File: src/rtl/calc_result_buffer.sv
// calc_result_buffer: change-detecting capture FIFO behind the calculator.
// Optional drop statistics: define CALC_RESULT_BUF_STATS_EN for drop_count.
module calc_result_buffer #(
    parameter int DEPTH  = 8,
    parameter int DATA_W = 32
) (
    input  logic                       clk,
    input  logic                       reset,
    input  logic                       enable,
    input  logic [1:0]                 operation,
    input  logic [DATA_W-1:0]          calc_out,
    output logic                       res_valid,
    input  logic                       res_ready,
    output logic [1:0]                 res_op,
    output logic [DATA_W-1:0]          res_data,
    output logic [$clog2(DEPTH):0]     level,
    output logic                       overflow,
    input  logic                       clear_overflow,
    output logic [15:0]                drop_count
);

    localparam int AW = $clog2(DEPTH);
    localparam int LW = AW + 1;
    localparam int EW = DATA_W + 2;
    localparam logic [LW-1:0] FULL_LVL = LW'(DEPTH);

    logic [EW-1:0]     mem [DEPTH];
    logic [AW-1:0]     wr_ptr;
    logic [AW-1:0]     rd_ptr;
    logic [EW-1:0]     head;

    logic [DATA_W-1:0] last_val;
    logic [1:0]        last_op;
    logic              primed;

    logic              cap_event;
    logic              fifo_full;
    logic              fifo_empty;
    logic              do_pop;
    logic              do_push;
    logic              do_drop;

    // A new result is anything that differs from the last captured pair,
    // or the very first sample after reset.
    always_comb begin
        cap_event = 1'b0;
        if (enable) begin
            cap_event = ~primed
                      | (calc_out != last_val)
                      | (operation != last_op);
        end
    end

    // Push/pop/drop qualification; a full FIFO still accepts a push
    // when the head leaves in the same cycle.
    always_comb begin
        fifo_full  = (level == FULL_LVL);
        fifo_empty = (level == '0);
        do_pop     = ~fifo_empty & res_ready;
        do_push    = cap_event & (~fifo_full | do_pop);
        do_drop    = cap_event & fifo_full & ~do_pop;
    end

    // Detector state follows every event, even ones that end up dropped.
    always_ff @(posedge clk) begin
        if (reset) begin
            primed   <= 1'b0;
            last_val <= '0;
            last_op  <= '0;
        end else if (cap_event) begin
            primed   <= 1'b1;
            last_val <= calc_out;
            last_op  <= operation;
        end
    end

    // Storage is written on push only and carries no reset.
    always_ff @(posedge clk) begin
        if (!reset && do_push) begin
            mem[wr_ptr] <= {operation, calc_out};
        end
    end

    // Write pointer wraps naturally since DEPTH is a power of two.
    always_ff @(posedge clk) begin
        if (reset) begin
            wr_ptr <= '0;
        end else if (do_push) begin
            wr_ptr <= wr_ptr + 1'b1;
        end
    end

    // Read pointer advances on every accepted handshake.
    always_ff @(posedge clk) begin
        if (reset) begin
            rd_ptr <= '0;
        end else if (do_pop) begin
            rd_ptr <= rd_ptr + 1'b1;
        end
    end

    // Occupancy tracks writes minus reads; simultaneous push+pop holds.
    always_ff @(posedge clk) begin
        if (reset) begin
            level <= '0;
        end else begin
            unique case ({do_push, do_pop})
                2'b10:   level <= level + LW'(1);
                2'b01:   level <= level - LW'(1);
                default: level <= level;
            endcase
        end
    end

    // Sticky overflow; a drop in the clearing cycle wins over the clear.
    always_ff @(posedge clk) begin
        if (reset) begin
            overflow <= 1'b0;
        end else if (clear_overflow) begin
            overflow <= do_drop;
        end else if (do_drop) begin
            overflow <= 1'b1;
        end
    end

`ifdef CALC_RESULT_BUF_STATS_EN
    // Saturating drop counter, restarted by clear_overflow.
    always_ff @(posedge clk) begin
        if (reset) begin
            drop_count <= '0;
        end else if (clear_overflow) begin
            drop_count <= do_drop ? 16'd1 : 16'd0;
        end else if (do_drop && (drop_count != 16'hFFFF)) begin
            drop_count <= drop_count + 16'd1;
        end
    end
`else
    assign drop_count = '0;
`endif

    // First-word-fall-through head, forced to zero while empty.
    always_comb begin
        head      = mem[rd_ptr];
        res_valid = ~fifo_empty;
        res_op    = '0;
        res_data  = '0;
        if (!fifo_empty) begin
            res_op   = head[EW-1:DATA_W];
            res_data = head[DATA_W-1:0];
        end
    end

endmodule
File: config.mk
export PLATFORM = sky130hd
export DESIGN_NAME = calc_result_buffer
export DESIGN_NICKNAME = d
export VERILOG_FILES = /design/src/rtl/calc_result_buffer.sv
export SDC_FILE = /design/constraint.sdc
export NUM_CORES = 1
export LEC_CHECK = 0
export BUFFER_PORTS_ARGS = -buffer_cell sky130_fd_sc_hd__buf_4
export CAP_MARGIN = 20
export CELL_PAD_IN_SITES_DETAIL_PLACEMENT = 0
export CELL_PAD_IN_SITES_GLOBAL_PLACEMENT = 2
export CORE_UTILIZATION = 40
export CTS_BUF_LIST = sky130_fd_sc_hd__clkbuf_8 sky130_fd_sc_hd__clkbuf_16
export DETAILED_ROUTE_END_ITERATION = 6
export PLACE_DENSITY = 0.79
export SKIP_CTS_REPAIR_TIMING = 1
export SLEW_MARGIN = 20
export SYNTH_ARGS = -nofsm -noshare
export SYNTH_HDL_FRONTEND = slang
export SYNTH_SLANG_ARGS = --single-unit
File: constraint.sdc
create_clock -name clk -period 12.92 [get_ports clk]
set_clock_uncertainty 0.1 [all_clocks]
set_input_delay 1.938 -clock clk [delete_from_list [all_inputs] [get_ports clk]]
set_output_delay 1.938 -clock clk [all_outputs]
set_load 0.05 [all_outputs]
==> key figures, run 1 <==
Detailed routing
  – Post-DR wirelength/cell: 20.3 um
  – Post-route ant nets: 0
  – Vias: 6143
  – Initial detailed-routing violation count: 386
  – Post-Route WL: 24500 um
  – Vias per cell: 5.10
  – Length of the first detailed-routing pass in iterations: 7
  – Drt drc: 0

STA
  – Final setup violating endpoints: 0
  – Slew @ Worst Pin: 1050 ps
  – Sum Neg Setup Slack: 0 ps
  – Min Tclk post-route: 5310 ps
  – Tcrit/Tclk final: 41.1%
  – Max-slew violations: 0
  – Final Hold Viols: 0
  – Fmax: 188 MHz
  – Slew HR: 30.1%
  – Unrepaired setup endpoints after global routing: false

Synth
  – Post-synth EDFFs: 272
  – Sequential area share after synthesis: 71.7%
  – Mapped Cells: 689
  – Asr flop ratio synth: 0%
  – Synthesized flop and latch total: 321
  – Yosys top cell by area: edfxtp_1
  – Warnings, synthesis: 0
  – Most common cell in the synthesized netlist: edfxtp_1
  – Cell variety after synth: 36
  – Ys flop type: edfxtp_1
  – Post-synth top cells: edfxtp_1, nor2_1, mux2i_1
  – Synthesized cell area: 12800 um^2
  – Yosys top cell area share: 64.0%
  – Top area cells in the synthesized netlist: edfxtp_1, mux4_2, dfxtp_1, mux2i_1, nor2_1
  – Synth Area per Inst: 18.5 um^2

Floorplanning
  – Initial core utilization: 40.5%
  – CORE AREA: 31500 um^2
  – Die Width: 181 um
  – Die Footprint: 32600 um^2
  – Row count: 65
  – I/O Pins: 95
  – Die Y: 181 um

Finish
  – Nets: 823
  – Share of cells above drive strength 1: 27.6%
  – Finished Layout Cells: 1205
  – Ant. Diodes: 0
  – Layout Area Growth over Synthesis: 16.6%

Global routing
  – Largest net degree at the start of global routing: 69
  – Initial antenna violation count: 0
  – Met2 usage: 26.7%
  – Aggregate global-route resource usage: 15.4%
  – M3 GR Usage: 2.75%
  – Global-route wire length before repair: 38000 um
  – Met1 GRT Util: 19.9%
  – Gr ovfl total: 0
  – GR peak layer: met2
  – Vias in the first global route: 6550

Power
  – Peak VDD IR: 0.000149 V
  – PwrDens: 214 nW/um^2
  – Pleak: 5.05 nW

Clock tree
  – Sinks on Clock Net: 321
  – Worst-Skew Late Latency: 500 ps
  – CTS buffer count: 34
  – H-tree depth: 2
  – Maximum buffer depth of the clock tree: 3
  – CTS tree: done
  – CTS root buffer: clkbuf_16
  – Clock-pin slew on the worst setup and hold paths: 60 ps

Critical path
  – Critical path capture point type: primary output
  – Critical path launch point type: flop
  – R2R setup slack: 9410 ps
  – CP Class: flop to primary output
  – Crit path DAT: 3270 ps
  – CP max FO: 40
  – CP required: 10880 ps

Placement
  – Dpl hpwl: 14300 um
  – Dpl cells: 1145
  – Placer Congestion: 0.693
  – Port Buffers: 78

Flow run
  – MaxCap Viol Count: 0

Min path
  – HP Class: flop to flop

Outcome
  – Outcome: finished clean
## cell usage in the layout, fill, tap and decap left out, types with 3 or more instances in the layout
cell,n
edfxtp_1,272
buf_4,91
nor2_1,84
mux2i_1,72
mux4_2,68
dfxtp_1,46
clkbuf_16,35
xnor2_1,23
xor2_1,17
conb_1,16
inv_1,10
nor2b_1,5
nand4_1,5
bufinv_16,5
clkinv_2,5
nor4_1,4
ha_1,4
nand3_1,3
nand2_1,3
inv_6,3
## cell type report
class	instances	area, um^2
sequential	321	9160
fill	2560	16600
clock inverter	23	251
tap	402	503
clock buffer	37	903
timing repair buffer	91	683
multi-input combinational	326	3370
inverter	5	18.8
## cells by family after synthesis
group | share of synthesized area, %
flip-flops | 71.7
XOR/XNOR | 2.75
AO/OA/AOI/OAI | 0.490
buffers and inverters | 2.44
other | 0.0294
multiplexers | 17.7
adder cells (fa/ha/maj) | 0.549
AND/OR/NAND/NOR | 4.38
## critical path: stages (launching register included)
cell and delay (ps):
dfxtp_4 740, buf_4 750, mux4_2 590, mux2i_1 300, nor2_1 100, buf_4 210
## worst paths after layout
check             depth (start not counted)                  end                     start
setup / recovery                          5         res_data[24]                      flop
hold / removal                            2  primed$_SDFFE_PP0P_       primed$_SDFFE_PP0P_
setup reg to reg                          9  mem[3][8]$_DFFE_PP_  last_val[6]$_SDFFE_PP0P_
hold reg to reg                           2  primed$_SDFFE_PP0P_       primed$_SDFFE_PP0P_
## through the flow
stage                     area (um^2)  hold slack (ps)  worst slack [ps]  total power [mW]  util, %
final                           14900              395              7610              3.18     47.3
after global routing            14900              414              7360              3.31     47.3
after CTS                       14900              399              7500              3.22     47.3
after detailed placement        13700              385              7620              2.23     43.6
after global placement          13700              350              7660              2.21     43.6
after floorplan                 12800              340              5860              1.96        -
## flip-flops by register name (all words and copies together) (netlist names), named ones only
signal / count
overflow: 1
mem: 272
wr_ptr: 3
last_op: 2
primed: 1
last_val: 32
rd_ptr: 3
level: 4
## metal layers
metal  vias up  share of wire, %
met5         -                 0
met4         0               1.9
met3        37               4.1
met2       142                50
met1      3146                44
li1       2818                 -
## report_power, final
part | total (mW) | leakage [nW] | switching (mW) | internal (mW)
Sequential | 1.21 | 2.86 | 0.0497 | 1.16
Combinational | 0.975 | 1.61 | 0.618 | 0.357
Clock | 0.991 | 0.584 | 0.384 | 0.607
Total | 3.18 | 5.05 | 1.05 | 2.13
Power figures use the tool's default switching activity.
==> run 2, diff against run 1 <==
Settings changed: PLACE_DENSITY 0.79 to 0.82.
Clock period 12.92 ns to 4.63 ns, I/O delays scaled along.
==> run 2 against run 1 <==
Largest cell class unchanged. Core utilization decreased by 0.17 points. Sequential share of layout area is 0.22 points higher. Setup slack lost 6300 ps. Global-route usage increased by 0.31 points. First-iteration DRC count rose by 11%. Die area unchanged. Sequential power rose to 2.8 times the previous value. Sequential cell count unchanged.
==> key figures, run 2 (synthesized netlist as in run 1, its figures left out) <==
Detailed routing
  – Post-DR wirelength/cell: 20.4 um (was 20.3 um)
  – Vias: 6193 (was 6143)
  – Initial detailed-routing violation count: 429 (was 386)
  – Post-route ant nets: 0 (unchanged)
  – Post-Route WL: 24700 um (was 24500 um)
  – Length of the first detailed-routing pass in iterations: 5 (was 7)
  – Vias per cell: 5.11 (was 5.10)
  – Drt drc: 0 (unchanged)

Clock tree
  – Maximum buffer depth of the clock tree: 3 (unchanged)
  – Clock-pin slew on the worst setup and hold paths: 60 ps (about the same)
  – CTS root buffer: clkbuf_16 (unchanged)
  – H-tree depth: 2 (unchanged)
  – CTS tree: done (unchanged)
  – Worst-Skew Late Latency: 500 ps (about the same)
  – Sinks on Clock Net: 321 (unchanged)
  – CTS buffer count: 34 (unchanged)

Finish
  – Area of the multi-input gates: 3370 um^2 (about the same)
  – Top reg by flops: mem (unchanged)
  – Ant. Diodes: 0 (unchanged)
  – Finished Cell Area: 14800 um^2 (was 14900 um^2)
  – Commonest non-fill, non-tap cell in the layout: edfxtp_1 (unchanged)
  – Most frequent cells in the layout: edfxtp_1, buf_4, nor2_1 (unchanged)
  – Max FFs per register: 272 (unchanged)
  – Final Util: 47.1% (was 47.3%)
  – Layout Area Growth over Synthesis: 16.2% (was 16.6%)
  – Largest regs: mem (272), last_val (32), level (4) (unchanged)
  – # fillers: 2633 (was 2560)
  – Reg area: 9160 um^2 (unchanged)
  – Nets: 828 (was 823)
  – Share of cells above drive strength 1: 28.1% (was 27.6%)
  – Finished Layout Cells: 1211 (was 1205)

STA
  – Final Hold Viols: 0 (unchanged)
  – Fmax: 298 MHz
  – Tcrit/Tclk final: 72.4%
  – Sum Neg Setup Slack: 0 ps (unchanged)
  – Max-slew violations: 0 (unchanged)
  – Final setup violating endpoints: 0 (unchanged)
  – Min Tclk post-route: 3350 ps
  – Final worst slack: 1280 ps (was 7610 ps)
  – Slew @ Worst Pin: 1080 ps (was 1050 ps)
  – Slew HR: 28.2% (was 30.1%)
  – Unrepaired setup endpoints after global routing: false (unchanged)
  – Worst hold slack: 350 ps (was 395 ps)

Global routing
  – Initial antenna violation count: 0 (unchanged)
  – Met2 usage: 25.5% (was 26.7%)
  – GR peak layer: met2 (unchanged)
  – Global-route wire length before repair: 38600 um (was 38000 um)
  – Vias in the first global route: 6501 (was 6550)
  – Met1 GRT Util: 21.9% (was 19.9%)
  – Aggregate global-route resource usage: 15.7% (was 15.4%)
  – Largest net degree at the start of global routing: 50 (was 69)
  – Gr ovfl total: 0 (unchanged)
  – M3 GR Usage: 2.79% (was 2.75%)

Critical path
  – Buffer and inverter count on the worst path: 2 (unchanged)
  – CP max FO: 23 (was 40)
  – Worst path slowest cell: mux4_2 (was buf_4)
  – Worst flop-to-flop path startpoint: last_val[31]$_SDFFE_PP0P_ (was last_val[6]$_SDFFE_PP0P_)
  – Largest stage delay, worst path: 570 ps (was 750 ps)
  – Critical path launch point type: flop (unchanged)
  – Crit path cell chain: buf_4 > mux4_2 > mux2i_1 > nor2_1 > buf_4 (unchanged)
  – R2R depth: 12 (was 9)
  – R2R setup slack: 1320 ps (was 9410 ps)
  – Crit path max-delay family: multiplexers (was buffers and inverters)
  – Crit path DAT: 2560 ps (was 3270 ps)
  – CP required: 3840 ps (was 10880 ps)
  – FF-to-FF End: level[3]$_SDFFE_PP0P_ (was mem[3][8]$_DFFE_PP_)
  – Cell mode on critical path: buf_4 (unchanged)
  – Critical path capture point type: primary output (unchanged)
  – CP Class: flop to primary output (unchanged)

Power
  – Pleak: 5.06 nW (was 5.05 nW)
  – Peak VDD IR: 0.000740 V (was 0.000149 V)
  – PwrDens: 582 nW/um^2 (was 214 nW/um^2)
  – Tot Pwr: 8.64 mW (was 3.18 mW)

Floorplanning
  – Die Footprint: 32600 um^2 (unchanged)
  – Initial core utilization: 40.5% (unchanged)
  – I/O Pins: 95 (unchanged)
  – Die Width: 181 um (unchanged)
  – Row count: 65 (unchanged)
  – Die Y: 181 um (unchanged)
  – CORE AREA: 31500 um^2 (unchanged)

Placement
  – Port Buffers: 78 (unchanged)
  – Placer Congestion: 0.704 (was 0.693)
  – Pre-CTS WS: 831 ps (was 7620 ps)
  – Placed Area: 13800 um^2 (was 13700 um^2)
  – Dpl hpwl: 14700 um (was 14300 um)
  – Dpl cells: 1150 (was 1145)

Outcome
  – Outcome: finished clean (unchanged)

Min path
  – Hold path depth: 1 (was 2)
  – Hold path endpoint: mem[0][27]$_DFFE_PP_ (was primed$_SDFFE_PP0P_)
  – Hold path start: calc_out[27] (was primed$_SDFFE_PP0P_)
  – HP Class: input port to flop (was flop to flop)

Flow run
  – MaxCap Viol Count: 0 (unchanged)
[run 2: layout make-up]
| type | instances | area share, % |
|---|---|---|
| clock buffer | 38 | 6.19 |
| inverter | 5 | 0.127 |
| tap | 402 | 3.39 |
| multi-input combinational | 326 | 22.7 |
| timing repair buffer | 96 | 4.94 |
| clock inverter | 23 | 0.869 |
| sequential | 321 | 61.7 |
[run 2: metal layers]
metal	vias to the layer above	wire, um
met5	-	0
li1	2829	-
met1	3162	10900
met2	169	12100
met4	0	362
met3	33	1440
[run 2: where the power goes]
group	internal [mW]	switching (mW)	total (mW)	leakage, nW
clock	1.47	1.05	2.52	0.559
sequential	3.24	0.0965	3.34	2.86
combinational	1.01	1.76	2.78	1.63
total	5.73	2.91	8.64	5.06
[run 2: worst max-delay path by stage]
stage                       from               endpoint  slack, ps  depth (start not counted)
floorplan                 enable    mem[0][0]$_DFFE_PP_      -1180                          5
global placement    calc_out[26]  level[3]$_SDFFE_PP0P_        910                         13
detailed placement  calc_out[26]  level[3]$_SDFFE_PP0P_        830                         13
CTS                         flop           res_data[12]       1190                          5
global route                flop           res_data[12]       1080                          5
finish                      flop           res_data[12]       1280                          5
